File: config.mk
export PLATFORM = sky130hd
export DESIGN_NAME = pair_pattern_tx_flat
export DESIGN_NICKNAME = d
export VERILOG_FILES = /design/src/rtl/pair_pattern_tx_if.sv /design/src/rtl/pair_pattern_tx.sv /design/src/flat_wrapper.sv
export SDC_FILE = /design/constraint.sdc
export NUM_CORES = 1
export LEC_CHECK = 0
export CAP_MARGIN = 25
export CORE_AREA = 2 2 48 50
export DETAILED_ROUTE_END_ITERATION = 8
export DIE_AREA = 0 0 50 52
export HOLD_SLACK_MARGIN = 0.1
export PLACE_DENSITY_LB_ADDON = 0.3
export SLEW_MARGIN = 20
export SYNTH_ARGS = -nofsm -noshare
export SYNTH_HDL_FRONTEND = slang
export SYNTH_SLANG_ARGS = --single-unit
File: constraint.sdc
create_clock -name Clock -period 2 [get_ports Clock]
set_input_delay 0.4 -clock Clock [delete_from_list [all_inputs] [get_ports Clock]]
set_output_delay 0.4 -clock Clock [all_outputs]
set_load 0.01 [all_outputs]
File: src/rtl/pair_pattern_tx_if.sv
// Start/data request and serial/status response bundle for pair_pattern_tx.
// The master side issues frames; the slave side is the transmitter.
interface pair_pattern_tx_if #(
  parameter int WIDTH = 8,
  parameter int CNT_W = 3
);
  logic             start;
  logic [WIDTH-1:0] data;
  logic             w;
  logic             ready;
  logic             busy;
  logic             done;
  logic [CNT_W-1:0] pair_cnt;

  modport master (
    output start, data,
    input  w, ready, busy, done, pair_cnt
  );

  modport slave (
    input  start, data,
    output w, ready, busy, done, pair_cnt
  );
endinterface

File: src/rtl/pair_pattern_tx.sv
// Parallel-to-serial frame transmitter (MSB first) that also counts adjacent
// 1-1 bit pairs, and guarantees w=0 idle cycles between frames.
module pair_pattern_tx #(
  parameter int WIDTH = 8,
  parameter int CNT_W = 3
) (
  input  logic             Clock,
  input  logic             Resetn,
  pair_pattern_tx_if.slave bus
);

  localparam int BW = (WIDTH > 2) ? $clog2(WIDTH) : 1;
  localparam logic [BW-1:0] LAST_BIT = BW'(WIDTH - 1);

  typedef enum logic [1:0] {
    IDLE  = 2'd0,
    SHIFT = 2'd1,
    GAP   = 2'd2
  } state_t;

  state_t           state_q, state_d;
  logic [WIDTH-1:0] shreg_q, shreg_d;
  logic [BW-1:0]    bitcnt_q, bitcnt_d;
  logic             w_q, w_d;
  logic             prev_q, prev_d;
  logic [CNT_W-1:0] pair_q, pair_d;

  always_ff @(posedge Clock or negedge Resetn) begin
    if (!Resetn) begin
      state_q  <= IDLE;
      shreg_q  <= '0;
      bitcnt_q <= '0;
      w_q      <= 1'b0;
      prev_q   <= 1'b0;
      pair_q   <= '0;
    end else begin
      state_q  <= state_d;
      shreg_q  <= shreg_d;
      bitcnt_q <= bitcnt_d;
      w_q      <= w_d;
      prev_q   <= prev_d;
      pair_q   <= pair_d;
    end
  end

  // w is registered, so the accept edge already loads the MSB into w_q and the
  // shift register keeps only the bits still to be sent.
  always_comb begin
    state_d  = state_q;
    shreg_d  = shreg_q;
    bitcnt_d = bitcnt_q;
    w_d      = 1'b0;
    prev_d   = prev_q;
    pair_d   = pair_q;
    case (state_q)
      IDLE: begin
        if (bus.start) begin
          state_d  = SHIFT;
          w_d      = bus.data[WIDTH-1];
          shreg_d  = {bus.data[WIDTH-2:0], 1'b0};
          bitcnt_d = LAST_BIT;
          pair_d   = '0;
          prev_d   = 1'b0;
        end
      end
      SHIFT: begin
        // Score the bit currently on the line against the one before it.
        if (w_q && prev_q) begin
          pair_d = pair_q + CNT_W'(1);
        end
        prev_d = w_q;
        if (bitcnt_q == '0) begin
          state_d = GAP;
        end else begin
          w_d      = shreg_q[WIDTH-1];
          shreg_d  = {shreg_q[WIDTH-2:0], 1'b0};
          bitcnt_d = bitcnt_q - BW'(1);
        end
      end
      GAP: begin
        state_d = IDLE;
      end
      default: begin
        state_d = IDLE;
      end
    endcase
  end

  assign bus.w        = w_q;
  assign bus.busy     = (state_q == SHIFT) || (state_q == GAP);
  assign bus.ready    = !bus.busy;
  assign bus.done     = (state_q == GAP);
  assign bus.pair_cnt = pair_q;

endmodule

File: src/flat_wrapper.sv
// flat-port wrapper written by rule: the top's interface ports become plain ports
module pair_pattern_tx_flat 
#(
  parameter int WIDTH = 8,
  parameter int CNT_W = 3
)
  (Clock, Resetn, bus_start, bus_data, bus_w, bus_ready, bus_busy, bus_done, bus_pair_cnt);
  pair_pattern_tx_if #(.WIDTH(WIDTH), .CNT_W(CNT_W)) bus_i ();
  input  logic Clock;
  input  logic Resetn;
  input wire logic [$bits(bus_i.start)-1:0] bus_start;
  input wire logic [$bits(bus_i.data)-1:0] bus_data;
  output wire logic [$bits(bus_i.w)-1:0] bus_w;
  output wire logic [$bits(bus_i.ready)-1:0] bus_ready;
  output wire logic [$bits(bus_i.busy)-1:0] bus_busy;
  output wire logic [$bits(bus_i.done)-1:0] bus_done;
  output wire logic [$bits(bus_i.pair_cnt)-1:0] bus_pair_cnt;
  assign bus_i.start = bus_start;
  assign bus_i.data = bus_data;
  assign bus_w = bus_i.w;
  assign bus_ready = bus_i.ready;
  assign bus_busy = bus_i.busy;
  assign bus_done = bus_i.done;
  assign bus_pair_cnt = bus_i.pair_cnt;
  pair_pattern_tx #(.WIDTH(WIDTH), .CNT_W(CNT_W)) u_core (.Clock(Clock), .Resetn(Resetn), .bus(bus_i));
endmodule
==> implementation parameters <==
Parameter                              Value

Cells and area
  Most common cell after layout, fill and taps aside    sky130_fd_sc_hd__dfrtp_1
  Layout Area Growth over Synthesis    24.77%
  Non-filler cells in the finished layout    roughly 140
  Number of nets in the layout    ~130
  Count of antenna diodes in the layout    0
  Fraction of final layout cells sized beyond drive strength 1    22.22%
  Leading cell types in the layout, fill and taps excluded    sky130_fd_sc_hd__dfrtp_1, sky130_fd_sc_hd__clkdlybuf4s50_1, sky130_fd_sc_hd__mux2_2

Clock network
  Root buffer cell    sky130_fd_sc_hd__clkbuf_4
  Deepest clock path buffer count    2
  Clock latency on the worst-skew pair    approximately 0.29 ns
  TritonCTS clock tree    done
  Number of levels the H-tree was split into    1
  CTS sink count    17
  Clock transition at path regs    around 0.11 ns
  Number of buffers created by CTS    3

Floorplanning
  Overall die height    between 50 and 60 microns
  Die Area    2600 sq um
  Die span in x    approximately 50 microns
  I/O pin total    18
  Num rows    17
  Initial Util    about 46%
  Floorplan core area    2106 sq um

Timing
  Max Slew Vio Count    0
  Maximum operating frequency    542.8 MHz
  Time the worst path needs with I/O delays and setup    approximately 1.8 ns
  Finish-stage setup viols    0
  Worst-Margin Slew    0.3887 ns
  Number of hold violations in the final report    0
  Fraction of the cycle the final worst path needs    92.11%
  Setup repair after global routing missed its margin    false
  Worst slew margin relative to its limit    73.57%
  Max Clock Skew    0.01134 ns
  Sum of negative setup slack    0 ns

Drt
  Number of optimization iterations in the first detailed-route pass    4
  Number of vias in the routed layout    690
  Routed wire per std cell    about 12 microns
  Count of routing violations after the opening detailed-route iteration    3
  ANT nets after route    0
  Drt via density    approximately 5.1
  Total Wirelength    1664 microns
  Post-route DRC violation count    0

Critical path
  Worst EP arrival    ~1.4 ns
  Required time at the worst-slack endpoint    between 1.5 and 2 ns
  Peak fanout along the critical path    3
  Depth of the worst register-to-register path    5
  Kind of end point of the critical path    primary output
  Terminus of the critical flop-to-flop path    u_core.bus.pair_cnt[0]
  Launching element type of the critical path    flop
  Worst R2R Start    u_core.state_q[1]
  Reg2reg setup slack    0.23 ns
  Crit Path Category    flop to primary output

Placed design
  Port Buf Inserts    17
  Weighted congestion reported at the end of routability-driven placement    0.7295
  Placed Instances    around 130
  Detailed-placement wirelength estimate    between 1000 and 1500 microns

Pwr
  IR drop worst, VDD    between 700 and 800 uV
  Sequential share of power    between 30 and 40%
  Combinational group share of total power    56.3%
  Switching Fraction    between 30 and 40%
  Cell-internal power    around 1100 uW
  Power Dens Cells    1467 nW/um^2
  Clock Power Share    between 10% and 20%
  Leakage power of the design    roughly 0.00055 uW
  Sw power    between 600 and 700 uW

GRT
  Busiest layer in global routing    met2
  Met3 demand-to-capacity share in global routing    under 10%
  Wire length of the first global-routing pass    between 2000 and 3000 microns
  Pin count of the biggest net entering global routing    18
  Initial antenna violation count    0
  GR Util All Layers    around 14%
  Global-route track usage on met1    between 15 and 20%
  Met2 track demand over resource in global routing    between 20% and 30%
  Total overflow reported by the global router    0
  Via count of the first global-routing pass    710

Logic synthesis
  Sequential-to-total area share from yosys stat    between 40 and 50%
  Mean Syn Cell Area    roughly 11 sq um
  Area share of the largest cell type after synthesis    approximately 44%
  Async set or reset register ratio after synthesis    100.0%
  Number of different library cells in the post-synthesis netlist    26
  Count of flip-flops with a built-in enable after synthesis    0
  Number of nets produced by synthesis    ~100
  Primary FF master, synth    sky130_fd_sc_hd__dfrtp_1
  Yosys warning total    0
  Cell type with the highest aggregate area in the netlist    sky130_fd_sc_hd__dfrtp_1
  Cells after Synth    86
  Main area contributors after synthesis    sky130_fd_sc_hd__dfrtp_1, sky130_fd_sc_hd__mux2_2, sky130_fd_sc_hd__ha_1, sky130_fd_sc_hd__inv_1, sky130_fd_sc_hd__nand2b_1
  Number of synthesized register bits    17
  Post-synthesis instance area    between 900 and 1000 sq um

Run status
  Run status    finished, final reports clean

Flow run
  Max-cap violations    0

Min path
  Hold crit path type    input pin to asynchronous set/reset pin
[how the worst max path moves through the flow]
| stage | cells past startpoint | end | start | slack (ns) |
|---|---|---|---|---|
| after detailed placement | 5 | u_core.bus.pair_cnt[0] | u_core.state_q[1] | 0.14 |
| after global routing | 3 | bus_done | u_core.state_q[0] | 0.09 |
| after CTS | 3 | bus_busy | u_core.state_q[0] | 0.01 |
| final | 3 | bus_done | u_core.state_q[0] | 0.16 |
| after global placement | 4 | u_core.bus.pair_cnt[2] | bus_start | 0.16 |
| after floorplan | 5 | u_core.bus.pair_cnt[0] | u_core.state_q[0] | 0.39 |
[synth_stat cells (2+ instances only)]
| cell | n |
|---|---|
| sky130_fd_sc_hd__nand2b_1 | 5 |
| sky130_fd_sc_hd__o22ai_1 | 2 |
| sky130_fd_sc_hd__nor2_1 | 3 |
| sky130_fd_sc_hd__nand2_1 | 7 |
| sky130_fd_sc_hd__o21ai_0 | 2 |
| sky130_fd_sc_hd__nor2b_1 | 3 |
| sky130_fd_sc_hd__inv_1 | 9 |
| sky130_fd_sc_hd__a22oi_1 | 3 |
| sky130_fd_sc_hd__dfrtp_1 | 17 |
| sky130_fd_sc_hd__mux2_2 | 13 |
| sky130_fd_sc_hd__ha_1 | 7 |
[power groups by stage]
stage	sequential, uW	combinational (uW)	clock (uW)
after floorplan	597	742	0
after global placement	599	984	0
after detailed placement	605	1010	0
after CTS	596	999	194
after global routing	616	1120	200
final	593	999	182
[critical path, cell delays in order (launching register included)]
cell	delay, ns
sky130_fd_sc_hd__dfrtp_1	0.39
sky130_fd_sc_hd__inv_1	0.10
sky130_fd_sc_hd__ha_1	0.15
sky130_fd_sc_hd__clkdlybuf4s50_1	0.53
[timing repair]
action	4_1_cts	5_1_grt
pin swaps	0	0
hold buffers	0	0
setup endpoints to repair	1	2
buffers inserted	0	1
resized for setup	1	2
[layer usage]
metal | share of wire (%) | wire [microns]
met1 | 42 | 693
met2 | 56 | 936
met3 | 2.1 | 35
met4 | 0 | 0
met5 | 0 | 0
[state kept, by name, indices dropped and copies added, names as in the netlist]
register / cells
u_core.state_q: 2
u_core.bus.pair_cnt: 3
u_core.prev_q: 1
u_core.shreg_q: 7
u_core.bitcnt_q: 3
u_core.bus.w: 1
[per-stage QoR]
step / hold WS (ns) / power [uW] / setup slack [ns] / cell area (sq um) / util, %
3_3_place_gp: 0.4866 / 1583 / 0.1568 / 1171 / 55.62
5_1_grt: 0.4305 / 1935 / 0.08951 / 1210 / 57.46
4_1_cts: 0.4196 / 1789 / 0.01094 / 1197 / 56.86
6_report: 0.4235 / 1774 / 0.1577 / 1210 / 57.46
3_5_place_dp: 0.4905 / 1614 / 0.1439 / 1171 / 55.62
2_1_floorplan: 0.1044 / 1339 / 0.3859 / 969.7 / -
[cells by family (layout without fill, tap and decap cells)]
kind of cell	Yosys count	after routing	synth area share [%]
AOI/OAI and AO/OA	15	15	12.39
DFF	17	17	43.87
and+or+nand+nor	20	20	10.58
adders and majority gates	7	7	9.032
buffers and inverters	11	33	5.419
muxes	16	16	18.71
[layout make-up]
class | instances | area (sq um)
Tap cell | 28 | 35.03
Multi-Input combinational cell | 58 | 494.2
Timing Repair Buffer | 20 | 193.9
Inverter | 9 | 33.78
Clock buffer | 3 | 22.52
Clock inverter | 1 | 5.005
Fill cell | 188 | 895.9
Sequential cell | 17 | 425.4
(Power assumes the default switching activity.)
